## src/rtl/conv_enc_framer_pkg.sv

```systemverilog
// Shared constants and types for the rate-1/2 zero-tail convolutional encoder.
// The code constants are the ones the Viterbi decoder and traceback unit are built against.
package conv_enc_framer_pkg;

  localparam int               K_DEF    = 9;
  localparam int               WD_STATE = K_DEF - 1;
  localparam logic [K_DEF-1:0] G0_DEF   = 9'o561;
  localparam logic [K_DEF-1:0] G1_DEF   = 9'o753;

  typedef enum logic {
    ST_DATA,
    ST_TAIL
  } enc_state_e;

  typedef struct packed {
    logic [1:0] sym;
    logic       first;
    logic       last;
  } sym_word_t;

  // Even parity of a tap-masked shift-register word.
  function automatic logic parity(input logic [31:0] v);
    return ^v;
  endfunction

endpackage

```

## src/rtl/conv_enc_framer_if.sv

```systemverilog
// Bit-in / symbol-out stream bundle of the encoder framer.
// The framer is the slave; the bit source and the symbol sink form the master side.
interface conv_enc_framer_if;

  logic       InValid;
  logic       InReady;
  logic       InBit;
  logic       InLast;
  logic       SymValid;
  logic       SymReady;
  logic [1:0] Sym;
  logic       SymFirst;
  logic       SymLast;

  modport master (
    output InValid, InBit, InLast, SymReady,
    input  InReady, SymValid, Sym, SymFirst, SymLast
  );

  modport slave (
    input  InValid, InBit, InLast, SymReady,
    output InReady, SymValid, Sym, SymFirst, SymLast
  );

endinterface

```

## src/rtl/conv_enc_framer_core.sv

```systemverilog
// Combinational rate-1/2 symbol computation from the current bit and the shift register.
// Generator bit K-1 taps the current input, bit 0 taps the oldest stored bit.
module conv_enc_framer_core
  import conv_enc_framer_pkg::*;
#(
  parameter int           K  = K_DEF,
  parameter logic [K-1:0] G0 = G0_DEF,
  parameter logic [K-1:0] G1 = G1_DEF
) (
  input  logic         b,
  input  logic [K-2:0] s,
  output logic [1:0]   sym
);

  logic [K-1:0] v;

  assign v   = {b, s};
  assign sym = {parity(32'(v & G1)), parity(32'(v & G0))};

endmodule

```

## src/rtl/conv_enc_framer.sv

```systemverilog
// Convolutional encoder framer: encodes a frame of data bits, then appends K-1 zero
// tail bits so the encoder ends every frame in state 0, behind one output register stage.
module conv_enc_framer
  import conv_enc_framer_pkg::*;
#(
  parameter int           K  = K_DEF,
  parameter logic [K-1:0] G0 = G0_DEF,
  parameter logic [K-1:0] G1 = G1_DEF
) (
  input  logic                  CLOCK,
  input  logic                  Reset,
  conv_enc_framer_if.slave      bus,
  output logic [K-2:0]          EncState
);

  localparam int                 WD_TAIL   = (K > 2) ? $clog2(K - 1) : 1;
  localparam logic [WD_TAIL-1:0] TAIL_LAST = WD_TAIL'(K - 2);

  enc_state_e         state;
  enc_state_e         state_nxt;
  logic [K-2:0]       shift_reg;
  logic [WD_TAIL-1:0] tail_cnt;
  logic               first_pending;
  sym_word_t          out_reg;
  logic               sym_valid;

  logic               slot_free;
  logic               in_ready;
  logic               accept;
  logic               tail_step;
  logic               tail_done;
  logic               produce;
  logic               enc_bit;
  logic [1:0]         sym_new;

  // State register
  always_ff @(posedge CLOCK) begin
    // NOTE: sequential state uses <= so every flop samples pre-edge values regardless of statement order.
    if (Reset) state <= ST_DATA;
    else       state <= state_nxt;
  end

  // Next-state logic
  always_comb begin
    // NOTE: the default assignment first covers every path, so no latch is inferred.
    state_nxt = state;
    unique case (state)
      ST_DATA: if (accept && bus.InLast) state_nxt = ST_TAIL;
      ST_TAIL: if (tail_done)            state_nxt = ST_DATA;
    endcase
  end

  // Output / control decode: a slot is free when the output register is empty or draining.
  always_comb begin
    slot_free = !sym_valid || bus.SymReady;
    in_ready  = 1'b0;
    tail_step = 1'b0;
    enc_bit   = 1'b0;
    unique case (state)
      ST_DATA: begin
        in_ready = slot_free;
        enc_bit  = bus.InBit;
      end
      ST_TAIL: tail_step = slot_free;
    endcase
    accept    = bus.InValid && in_ready;
    tail_done = tail_step && (tail_cnt == TAIL_LAST);
    produce   = accept || tail_step;
  end

  conv_enc_framer_core #(
    .K  (K),
    .G0 (G0),
    .G1 (G1)
  ) u_core (
    .b   (enc_bit),
    .s   (shift_reg),
    .sym (sym_new)
  );

  // Encoder shift register, tail counter and frame-start tracking
  always_ff @(posedge CLOCK) begin
    if (Reset) begin
      shift_reg     <= '0;
      tail_cnt      <= '0;
      first_pending <= 1'b1;
    end else begin
      if (produce) shift_reg <= {enc_bit, shift_reg[K-2:1]};

      if (accept && bus.InLast) tail_cnt <= '0;
      else if (tail_step)       tail_cnt <= tail_done ? '0 : tail_cnt + 1'b1;

      if (tail_done)   first_pending <= 1'b1;
      else if (accept) first_pending <= 1'b0;
    end
  end

  // Output register: loads on a new symbol, holds under backpressure, empties on a bare handshake.
  always_ff @(posedge CLOCK) begin
    if (Reset) begin
      out_reg   <= '0;
      sym_valid <= 1'b0;
    end else if (produce) begin
      out_reg   <= '{sym: sym_new, first: first_pending, last: tail_done};
      sym_valid <= 1'b1;
    end else if (bus.SymReady) begin
      sym_valid <= 1'b0;
    end
  end

  assign bus.InReady  = in_ready;
  assign bus.SymValid = sym_valid;
  assign bus.Sym      = out_reg.sym;
  assign bus.SymFirst = out_reg.first;
  assign bus.SymLast  = out_reg.last;
  assign EncState     = shift_reg;

endmodule

```

## src/flat_wrapper.sv

```systemverilog
// flat-port wrapper written by rule: the top's interface ports become plain ports
module conv_enc_framer_flat import conv_enc_framer_pkg::*;
#(
  parameter int           K  = K_DEF,
  parameter logic [K-1:0] G0 = G0_DEF,
  parameter logic [K-1:0] G1 = G1_DEF
)
  (CLOCK, Reset, EncState, bus_InValid, bus_InBit, bus_InLast, bus_SymReady, bus_InReady, bus_SymValid, bus_Sym, bus_SymFirst, bus_SymLast);
  conv_enc_framer_if bus_i ();
  input  logic CLOCK;
  input  logic Reset;
  output logic [K-2:0] EncState;
  input wire logic [$bits(bus_i.InValid)-1:0] bus_InValid;
  input wire logic [$bits(bus_i.InBit)-1:0] bus_InBit;
  input wire logic [$bits(bus_i.InLast)-1:0] bus_InLast;
  input wire logic [$bits(bus_i.SymReady)-1:0] bus_SymReady;
  output wire logic [$bits(bus_i.InReady)-1:0] bus_InReady;
  output wire logic [$bits(bus_i.SymValid)-1:0] bus_SymValid;
  output wire logic [$bits(bus_i.Sym)-1:0] bus_Sym;
  output wire logic [$bits(bus_i.SymFirst)-1:0] bus_SymFirst;
  output wire logic [$bits(bus_i.SymLast)-1:0] bus_SymLast;
  assign bus_i.InValid = bus_InValid;
  assign bus_i.InBit = bus_InBit;
  assign bus_i.InLast = bus_InLast;
  assign bus_i.SymReady = bus_SymReady;
  assign bus_InReady = bus_i.InReady;
  assign bus_SymValid = bus_i.SymValid;
  assign bus_Sym = bus_i.Sym;
  assign bus_SymFirst = bus_i.SymFirst;
  assign bus_SymLast = bus_i.SymLast;
  conv_enc_framer #(.K(K), .G0(G0), .G1(G1)) u_core (.CLOCK(CLOCK), .Reset(Reset), .bus(bus_i), .EncState(EncState));
endmodule
```

## config.mk

```make
export PLATFORM = sky130hd
export DESIGN_NAME = conv_enc_framer_flat
export DESIGN_NICKNAME = d
export VERILOG_FILES = /design/src/rtl/conv_enc_framer_pkg.sv /design/src/rtl/conv_enc_framer_if.sv /design/src/rtl/conv_enc_framer_core.sv /design/src/rtl/conv_enc_framer.sv /design/src/flat_wrapper.sv
export SDC_FILE = /design/constraint.sdc
export NUM_CORES = 1
export LEC_CHECK = 0
export BUFFER_PORTS_ARGS = -buffer_cell sky130_fd_sc_hd__buf_2
export CAP_MARGIN = 20
export CORE_MARGIN = 4
export CORE_UTILIZATION = 51
export CTS_BUF_LIST = sky130_fd_sc_hd__clkbuf_8 sky130_fd_sc_hd__clkbuf_16
export DETAILED_ROUTE_END_ITERATION = 8
export PLACE_DENSITY_LB_ADDON = 0.15
export SETUP_SLACK_MARGIN = 0.05
export SYNTH_ARGS = -nofsm -noshare
export SYNTH_HDL_FRONTEND = slang
export SYNTH_HIERARCHICAL = 1
export SYNTH_SLANG_ARGS = --single-unit
```

## constraint.sdc

```tcl
create_clock -name CLOCK -period 1.6 [get_ports CLOCK]
set_input_delay 0.16 -clock CLOCK [delete_from_list [all_inputs] [get_ports CLOCK]]
set_output_delay 0.16 -clock CLOCK [all_outputs]
set_load 0.02 [all_outputs]
```

======== Yosys cells after proc, flatten, opt, wreduce, memory -nomap -nowiden ========
Index checks and enable logic that the tools add are counted.
storage, ports and cells
  register bits ........................... 18
  input port bits ......................... 6
  output and inout port bits .............. 14
  logic and storage cells ................. 31
cells by class
  $add $sub $neg .......................... 1
  equal/unequal tests ..................... 1
  muxes and demuxes ....................... 9
  bitwise logic cells ..................... 1
  reductions and logical operators ........ 11
operators with widths
  kind                                          count
  XOR reduction 32 bit                          2
  two-way mux 1 bit                             7
  OR reduction 2 bit                            2
  adder 3 x 1 -> 3 bit (second input constant)  1
  == test 3 bit (second input constant)         1
  logical AND 1 bit                             3
  two-way mux 3 bit                             1
  logical OR 1 bit                              2
  one-hot mux 1 bit (2 select lines)            1
  nonzero test 2 bit                            1
  logical NOT 1 bit                             1
  inverter 1 bit                                1

======== Longest topological paths before layout ========
Gate-level depths: netlist (run 1).
  depth in word-level cells ............... 7
  mapped depth ............................ 6
  depth with buffers taken out ............ 5

======== By module ========
The synthesis (run 1) kept the hierarchy.
modules (own cells, without submodules)
  module                instances  cells each  area each (um^2)  sequential area each (um^2)
  conv_enc_framer       1          91          783.3             360.3
  conv_enc_framer_core  1          5           101.3             0.0

======== Worst setup path before layout (run 1) ========
Ideal clock, no wire load.
  path type ............................... reg2reg
  from .................................... register u_core.tail_cnt[0]
  to ...................................... register u_core.tail_cnt[0]
  library setup time ...................... 70 ps
  arrival time ............................ 1,294 ps
  required time ........................... 1,530 ps
  setup slack ............................. 236 ps
  cell stages (with the launch flop) ...... 5
  path buffers ............................ 0
  clock period less this slack ............ 1,364 ps
  cell sequence ........................... dfxtp_1 > ha_1 > ha_1 > or4_1 > a21oi_1
on the way
  word-level cells in the longest chain between the ends .. 3
  elaborated cells on any way between the ends .. 4
  those cells by class .................... 1 x add/sub; 1 x eq/ne; 1 x mux; 1 x reduce/logical
RTL lines
  element                                                                       RTL line               text
  from (decl)                                                                   conv_enc_framer.sv:22  logic [WD_TAIL-1:0] tail_cnt;
  from (signal assigned)                                                        conv_enc_framer.sv:91  else if (tail_step) tail_cnt <= tail_done ? '0 : tail_cnt + 1'b1;
  parallel branches: the longest is 2 deep, another holds adder 3 x 1 -> 3 bit  -
  two-way mux 3 bit *                                                           conv_enc_framer.sv:91
Mark *: on every way between the ends.
A chain may end at the register's enable or synchronous reset.

======== Worst setup path in the final report (run 1) ========
Ends and elaborated chain as after synthesis.

==> results.json, run 1 <==
{
  "grt_pass1_vias": 655,
  "worst_pin_slew_ps": 650,
  "synth.distinct_cells": 30,
  "cts_setup_buffers": 0,
  "r2r-end": "u_core/tail_cnt[0]",
  "worst_path_most_repeated_cell": "ha_1",
  "cts_sinks": 18,
  "gp_congestion": 0.809,
  "skew_ps": 1.22,
  "die_h_um": 49.6,
  "grt_usage_pct": 14.9,
  "max_stage_delay_ps": 510,
  "cts_resized": 0,
  "cp-endpoint": "u_core/tail_cnt[0]",
  "setup_tns_ps": 0,
  "hpwl_mm": 1.14,
  "syn_inst": 96,
  "final-setup-viol-count": 0,
  "fin_total_pwr_w": 0.000991,
  "critPathArrivalTime_ps": 1660,
  "drtIter0Drc": 23,
  "irDropWorstVdd_mv": 0.625,
  "syn_area_per_cell_um2": 9.21,
  "drt-pass1-iter-count": 4,
  "grt_overflow_total": 0,
  "critical_path_class": "reg -> reg",
  "die_x_um": 49.6,
  "reg2reg_from": "u_core/tail_cnt[0]",
  "end_kind": "flop",
  "routed_wirelength_mm": 1.74,
  "drcViolationCount": 0,
  "power_density_nw_per_um2": 984,
  "numPortBuffers": 19,
  "fin_nets": 121,
  "slowest_stage": "or4_1",
  "cts_buffers": 3,
  "cts_buffer_depth": 2,
  "setup_slack_ps": 127,
  "synth_seq_cells": 18,
  "regToRegSetupSlack_ps": 130,
  "rows": 14,
  "clkLatencyLatePin_ps": 250,
  "final_layout_size_suffix_gt1_share_pct": 25.9,
  "grt_max_degree": 21,
  "wl_per_cell_um": 13.6,
  "io_pins": 20,
  "yosysSeqAreaShare_pct": 40.7,
  "reg2reg_depth": 4,
  "clock.fmax_mhz": 679,
  "cts_hold_buf": 0,
  "cts_tree": "yes",
  "slew_viol_final": 0,
  "rsz0062_at_grt": "no",
  "slew-limit-headroom_pct": 56.7,
  "synthesis.area_um2": 885,
  "cp_cell_sequence": "ha_1 -> ha_1 -> or4_1 -> a21oi_1",
  "maxCapViolations": 0,
  "viasPerCell": 5.77,
  "crit_required_ps": 1780,
  "cp_max_fo": 5,
  "root_buffer": "clkbuf_8",
  "syn-num-nets": 104,
  "dp.cells": 124,
  "grt_pass1_wl_mm": 2.95,
  "period_needed_ps": 1470,
  "antenna_cells": 0,
  "ant_nets": 0,
  "hold_viol": 0,
  "area_growth_pct": 13.9,
  "crit_start": "u_core/tail_cnt[0]",
  "fillerInstances": 130,
  "die_area_um2": 2460,
  "hp-class": "in -> reg",
  "status": "finished clean",
  "vias": 738,
  "fin_crit_sh_pct": 92.1,
  "h-tree-depth": 1,
  "dp_slack_ps": 154,
  "ys_warn_count": 6,
  "stdcell_count": 128,
  "core_region_area_um2": 1580,
  "p_leak_nw": 0.434,
  "antenna_found_initial": 0,
  "clk_pin_slew_ps": 70,
  "start_util_pct": 56.1,
  "cp-start-kind": "flop"
}
[synth_stat cells (all sizes together)]
| cell type | count | share of area (%) |
|---|---|---|
| a21oi | 16 | 9.1 |
| a31oi | 1 | 0.71 |
| and3 | 1 | 0.71 |
| buf | 5 | 3.8 |
| clkbuf | 3 | 2.4 |
| dfxtp | 18 | 41 |
| ha | 2 | 2.8 |
| inv | 2 | 0.85 |
| nand2 | 1 | 0.42 |
| nand2b | 1 | 0.71 |
| nand3 | 12 | 6.8 |
| nand4 | 1 | 0.71 |
| nand4b | 1 | 0.99 |
| nor2 | 3 | 2.1 |
| nor2b | 2 | 2.3 |
| nor3 | 2 | 1.1 |
| o21a | 1 | 0.85 |
| o21ai | 16 | 9.1 |
| o31ai | 1 | 0.85 |
| or2 | 1 | 0.71 |
| or4 | 1 | 0.85 |
| xnor2 | 2 | 3.7 |
| xnor3 | 2 | 5.1 |
| xor3 | 1 | 2.7 |
[registers in the layout, indices dropped and copies added (netlist names)]
name,count
u_core/bus.SymValid,1
u_core/bus.Sym,2
u_core/first_pending,1
u_core/bus.SymLast,1
u_core/tail_cnt,3
u_core/bus.SymFirst,1
u_core/state,1
u_core/EncState,8
[worst min-delay path by stage]
stage | from | to | slack [ps] | cells after the start
floorplan | Reset | u_core/EncState[6] | 230 | 1
global placement | u_core/bus.Sym[0] | u_core/bus.Sym[0] | 460 | 2
detailed placement | u_core/first_pending | u_core/bus.SymFirst | 460 | 2
CTS | bus_InBit | u_core/EncState[7] | 210 | 3
global route | bus_InBit | u_core/EncState[7] | 240 | 3
finish | bus_InBit | u_core/EncState[7] | 210 | 3
[critical path, delay by kind of cell, from the launching register on]
family,cells,cell delay [ps]
flops,1,320
simple gates,1,510
fa+ha+maj,2,430
compound gates,1,140
[layout make-up]
type                            instances  area (um^2)  share of cell area [%]
Multi-Input combinational cell         68          462                    45.8
Timing Repair Buffer                   20          103                    10.2
Sequential cell                        18          360                    35.8
Inverter                                2         7.51                   0.745
Clock buffer                            4         55.1                    5.47
Tap cell                               16         20.0                    1.99
[metal layers]
layer  routed length [um]  part of all wire (%)  up-vias  global-route usage, %
met4                    0                     0        0                   1.38
met3                  114                   6.6        0                   5.12
met2                  770                    44       25                   23.8
met5                    0                     0        -                      0
met1                  854                    49      340                   20.2
li1                     -                     -      373                      -
[metrics by stage]
step                hold slack [ps]  area (um^2)  utilization, %
floorplan                       229          885               -
global placement                457          952            60.4
detailed placement              462          952            60.4
CTS                             211         1010            63.9
global route                    236         1010            63.9
finish                          210         1010            63.9
[power breakdown]
part           switching, W  leakage, nW  internal [W]
Sequential        0.0000108        0.147      0.000466
Clock              0.000148       0.0288      0.000218
Combinational     0.0000910        0.258     0.0000560
[cells in the final DEF (no fill, tap or decap), drive strengths merged]
cell type / n
nand4b: 1
a31oi: 1
clkbuf: 4
o21ai: 16
xnor2: 2
nand4: 1
or2: 1
and3: 1
inv: 2
nor2: 3
nor3: 2
buf: 20
o31ai: 1
a21oi: 16
or4: 1
nor2b: 2
xor3: 1
xnor3: 2
ha: 2
nand2b: 1
dfxtp: 18
nand2: 1
o21a: 1
nand3: 12
[cell families after synthesis]
| kind of cell | Yosys count | synth area share, % |
|---|---|---|
| AO/OA/AOI/OAI | 35 | 20.5 |
| flip-flops | 18 | 40.7 |
| adder cells (fa/ha/maj) | 2 | 2.83 |
| XOR/XNOR | 5 | 11.5 |
| AND/OR/NAND/NOR | 26 | 17.4 |
| buffers and inverters | 10 | 7.07 |
Power figures use the tool's default switching activity.
==> run 2, diff against run 1 <==
- CORE_MARGIN: 4 -> 3
- SLEW_MARGIN: default -> 5
==> run 2 against run 1 <==
Register-to-register slack barely moved. Final cell count did not move. Sequential power barely moved. Die area fell by 7.9%. Flip-flop and latch count did not move. Utilization did not move. Design area did not move. Largest power group unchanged. Highest routed layer is now met4.
==> results.json, run 2 (same netlist as run 1, synthesis figures left out) <==
{
  "status": "finished clean",
  "fin_total_pwr_w": 0.000993,
  "clkLatencyLatePin_ps": 250,
  "cts_resized": 0,
  "end_kind": "flop",
  "fin_crit_sh_pct": 92.3,
  "cts_tree": "yes",
  "slowest_stage": "or4_1",
  "cts_setup_buffers": 0,
  "rsz0062_at_grt": "no",
  "root_buffer": "clkbuf_8",
  "drt-pass1-iter-count": 4,
  "drcViolationCount": 0,
  "grt_pass1_vias": 657,
  "largest_reg_flops": 8,
  "vias": 751,
  "p_leak_nw": 0.434,
  "clk_pin_slew_ps": 70,
  "core_region_area_um2": 1580,
  "viasPerCell": 5.87,
  "sw_frac_of_total_pct": 25.4,
  "grt_pass1_wl_mm": 2.81,
  "antenna_cells": 0,
  "p_sw_w": 0.000252,
  "antenna_found_initial": 0,
  "gp_congestion": 0.753,
  "critical_path_class": "reg -> reg",
  "worst_pin_slew_ps": 639,
  "layout_common_cells": "buf_2, dfxtp_1, a21oi_1, o21ai_0, nand3_1",
  "drtIter0Drc": 21,
  "skew_ps": 3.18,
  "hold_viol": 0,
  "fin_nets": 121,
  "finalInstanceArea_um2": 1010,
  "grt_overflow_total": 0,
  "mostFrequentLayoutCell": "buf_2",
  "cts_buffers": 3,
  "slew_viol_final": 0,
  "cp-start-kind": "flop",
  "worst_path_most_repeated_cell": "ha_1",
  "pwr-share-seq_pct": 48.0,
  "internal-power_w": 0.000741,
  "start_util_pct": 56.1,
  "slew-limit-headroom_pct": 57.4,
  "cts_hold_buf": 0,
  "p_comb_share_pct": 14.8,
  "wl_per_cell_um": 13.8,
  "hp-class": "in -> reg",
  "clock.fmax_mhz": 677,
  "numPortBuffers": 19,
  "irDropWorstVdd_mv": 0.464,
  "max_stage_delay_ps": 520,
  "critPathArrivalTime_ps": 1660,
  "cp_max_fo": 5,
  "setup_tns_ps": 0,
  "cts_sinks": 18,
  "maxCapViolations": 0,
  "routed_wirelength_mm": 1.77,
  "rows": 14,
  "power_density_nw_per_um2": 986,
  "final-setup-viol-count": 0,
  "period_needed_ps": 1480,
  "hpwl_mm": 1.18,
  "area_growth_pct": 13.9,
  "crit_required_ps": 1790,
  "die_h_um": 47.6,
  "grt_max_degree": 21,
  "die_area_um2": 2270,
  "final_layout_size_suffix_gt1_share_pct": 25.9,
  "clkPwrFrac_pct": 37.1,
  "grt_usage_pct": 18.1,
  "cp_cell_sequence": "ha_1 -> ha_1 -> or4_1 -> a21oi_1",
  "die_x_um": 47.6,
  "place_area_um2": 952,
  "h-tree-depth": 1,
  "ant_nets": 0,
  "cts_buffer_depth": 2,
  "fillerInstances": 140,
  "io_pins": 20
}
run 2: area by class of cell:
type | instances | area (um^2) | area share (%)
Sequential cell | 18 | 360 | 35.8
Tap cell | 16 | 20.0 | 1.99
Clock buffer | 4 | 55.1 | 5.47
Multi-Input combinational cell | 68 | 462 | 45.8
Inverter | 2 | 7.51 | 0.745
Timing Repair Buffer | 20 | 103 | 10.2
run 2: per-layer routing:
layer | global-route usage [%] | part of all wire [%] | routed length (um)
met5 | 0 | 0 | 0
met4 | 11.3 | 1.1 | 20
met3 | 5.64 | 5.5 | 97
met2 | 28.3 | 47 | 827
met1 | 21.5 | 47 | 823
run 2: worst max-delay path, delay by kind of cell (launching register included):
family                   cells  cell delay, ps
flip-flops                   1             320
AND/OR/NAND/NOR              1             520
AO/OA/AOI/OAI                1             130
adder cells (fa/ha/maj)      2             440
run 2: power groups by stage:
stage	Sequential (W)	Clock, W	Combinational, W
2_1_floorplan	0.000502	0	0.0000995
3_3_place_gp	0.000486	0	0.000145
3_5_place_dp	0.000487	0	0.000147
4_1_cts	0.000477	0.000379	0.000147
5_1_grt	0.000479	0.000403	0.000162
6_report	0.000477	0.000369	0.000147
run 2: worst paths after layout:
| check | from | end | slack, ps | cells past startpoint |
|---|---|---|---|---|
| setup / recovery | u_core/tail_cnt[0] | u_core/tail_cnt[0] | 120 | 4 |
| hold / removal | bus_InBit | u_core/EncState[7] | 200 | 3 |
| setup reg to reg | u_core/tail_cnt[0] | u_core/tail_cnt[0] | 120 | 4 |
| hold reg to reg | u_core/first_pending | u_core/bus.SymFirst | 470 | 2 |
run 2: stage by stage:
| stage | utilization (%) | hold slack (ps) | setup WS [ps] | cells |
|---|---|---|---|---|
| 2_1_floorplan | - | 229 | 236 | 96 |
| 3_3_place_gp | 60.4 | 460 | 207 | 124 |
| 3_5_place_dp | 60.4 | 467 | 166 | 124 |
| 4_1_cts | 63.9 | 199 | 143 | 128 |
| 5_1_grt | 63.9 | 230 | 76.6 | 128 |
| 6_report | 63.9 | 203 | 124 | 128 |
==> run 3, diff against run 2 <==
- RECOVER_POWER: default -> 50
- REMOVE_ABC_BUFFERS: default -> 1
- SLEW_MARGIN: 5 -> default
==> run 3 against run 2 <==
Setup slack improved by 31 ps. Wire length increased by 2.9%. First-iteration DRC count increased by 29%.
==> results.json, run 3 (same netlist as run 1, synthesis figures left out) <==
{
  "drcViolationCount": 0,
  "end_kind": "flop",
  "p_leak_nw": 0.380,
  "internal-power_w": 0.000738,
  "core_region_area_um2": 1580,
  "routed_wirelength_mm": 1.82,
  "slew_viol_final": 0,
  "cts_setup_buffers": 0,
  "grt_max_degree": 21,
  "status": "finished clean",
  "regToRegSetupSlack_ps": 160,
  "hold_viol": 0,
  "cts_sinks": 18,
  "grt_overflow_total": 0,
  "period_needed_ps": 1440,
  "finalInstanceArea_um2": 991,
  "root_buffer": "clkbuf_8",
  "clkLatencyLatePin_ps": 250,
  "max_stage_delay_ps": 510,
  "clk_pin_slew_ps": 70,
  "hp-class": "in -> reg",
  "grt_pass1_vias": 674,
  "clkPwrFrac_pct": 37.4,
  "critical_path_class": "reg -> reg",
  "h-tree-depth": 1,
  "slowest_stage": "or4_1",
  "maxCapViolations": 0,
  "path_buf_inv": 0,
  "clock.fmax_mhz": 692,
  "hpwl_mm": 1.19,
  "die_h_um": 47.6,
  "die_area_um2": 2270,
  "gp_congestion": 0.725,
  "worst_pin_slew_ps": 632,
  "irDropWorstVdd_mv": 0.688,
  "crit_required_ps": 1790,
  "die_x_um": 47.6,
  "numPortBuffers": 19,
  "worst_hold_slack_ps": 199,
  "fillerInstances": 145,
  "hp-start": "bus_InBit",
  "sw_frac_of_total_pct": 25.7,
  "cp-start-kind": "flop",
  "worst_path_most_repeated_cell": "ha_1",
  "mostFrequentLayoutCell": "dfxtp_1",
  "wl_per_cell_um": 14.2,
  "cts_tree": "yes",
  "viasPerCell": 5.95,
  "hold_path_depth": 3,
  "setup_tns_ps": 0,
  "vias": 762,
  "place_area_um2": 952,
  "ant_nets": 0,
  "cp_cell_sequence": "ha_1 -> ha_1 -> or4_1 -> a21oi_1",
  "fin_nets": 121,
  "largest_reg_flops": 8,
  "grt_usage_pct": 18.3,
  "start_util_pct": 56.1,
  "p_comb_share_pct": 14.6,
  "area_growth_pct": 12.0,
  "pwr-share-seq_pct": 48.0,
  "fin_crit_sh_pct": 90.3,
  "p_sw_w": 0.000256,
  "drt-pass1-iter-count": 4,
  "final_layout_size_suffix_gt1_share_pct": 14.3,
  "cp_max_fo": 5,
  "critPathArrivalTime_ps": 1630,
  "io_pins": 20,
  "fin_total_pwr_w": 0.000993,
  "cts_resized": 0,
  "grt_pass1_wl_mm": 2.90,
  "path_delay_family": "simple AND/OR/NAND/NOR gates",
  "power_density_nw_per_um2": 1000,
  "crit_start": "u_core/tail_cnt[0]",
  "cts_buffers": 3,
  "antenna_found_initial": 0,
  "r2r-end": "u_core/tail_cnt[0]",
  "slew-limit-headroom_pct": 57.8,
  "skew_ps": 2.39,
  "rsz0062_at_grt": "no",
  "fin_util_pct": 62.9,
  "cts_buffer_depth": 2,
  "layout_common_cells": "dfxtp_1, a21oi_1, o21ai_0, clkbuf_1, nand3_1",
  "final-setup-viol-count": 0,
  "reg2reg_depth": 4,
  "drtIter0Drc": 27,
  "rows": 14,
  "cts_hold_buf": 0,
  "holdPathEnd": "u_core/EncState[7]",
  "reg2reg_from": "u_core/tail_cnt[0]",
  "antenna_cells": 0
}
-- run 3: worst max-delay path by stage --
stage | to | slack [ps] | cells after the start
after global routing | u_core/tail_cnt[0] | 80 | 4
after floorplan | u_core/bus.Sym[1] | 200 | 5
after global placement | u_core/tail_cnt[0] | 210 | 4
after CTS | u_core/tail_cnt[0] | 160 | 4
final | u_core/tail_cnt[0] | 160 | 4
after detailed placement | u_core/tail_cnt[0] | 190 | 4
-- run 3: metal layers --
layer / wire [um] / GRT usage [%]
met4: 31 / 7.53
met3: 136 / 4.89
met5: 0 / 0
met2: 779 / 26.7
met1: 873 / 25.5
-- run 3: final cells by class --
class | instances | area, um^2 | share of cell area, %
clock buffer | 4 | 55.1 | 5.56
timing repair buffer | 20 | 86.3 | 8.71
multi-input combinational | 68 | 462 | 46.6
sequential | 18 | 360 | 36.4
tap | 16 | 20.0 | 2.02
inverter | 2 | 7.51 | 0.758
-- run 3: tightest hold or removal path, stage by stage --
cell     delay, ps
buf_2          100
nand4_1         80
a21oi_1         60
-- run 3: per-stage QoR --
step	setup slack (ps)	cells
final	155	128
after global routing	79.0	128
after CTS	160	128
after detailed placement	185	124
after global placement	210	124
after floorplan	203	88
-- run 3: power groups by stage --
stage / logic, W / clock network, W / registers [W]
finish: 0.000145 / 0.000371 / 0.000477
global route: 0.000162 / 0.000397 / 0.000480
CTS: 0.000148 / 0.000376 / 0.000477
detailed placement: 0.000147 / 0 / 0.000487
global placement: 0.000145 / 0 / 0.000487
floorplan: 0.0000784 / 0 / 0.000506
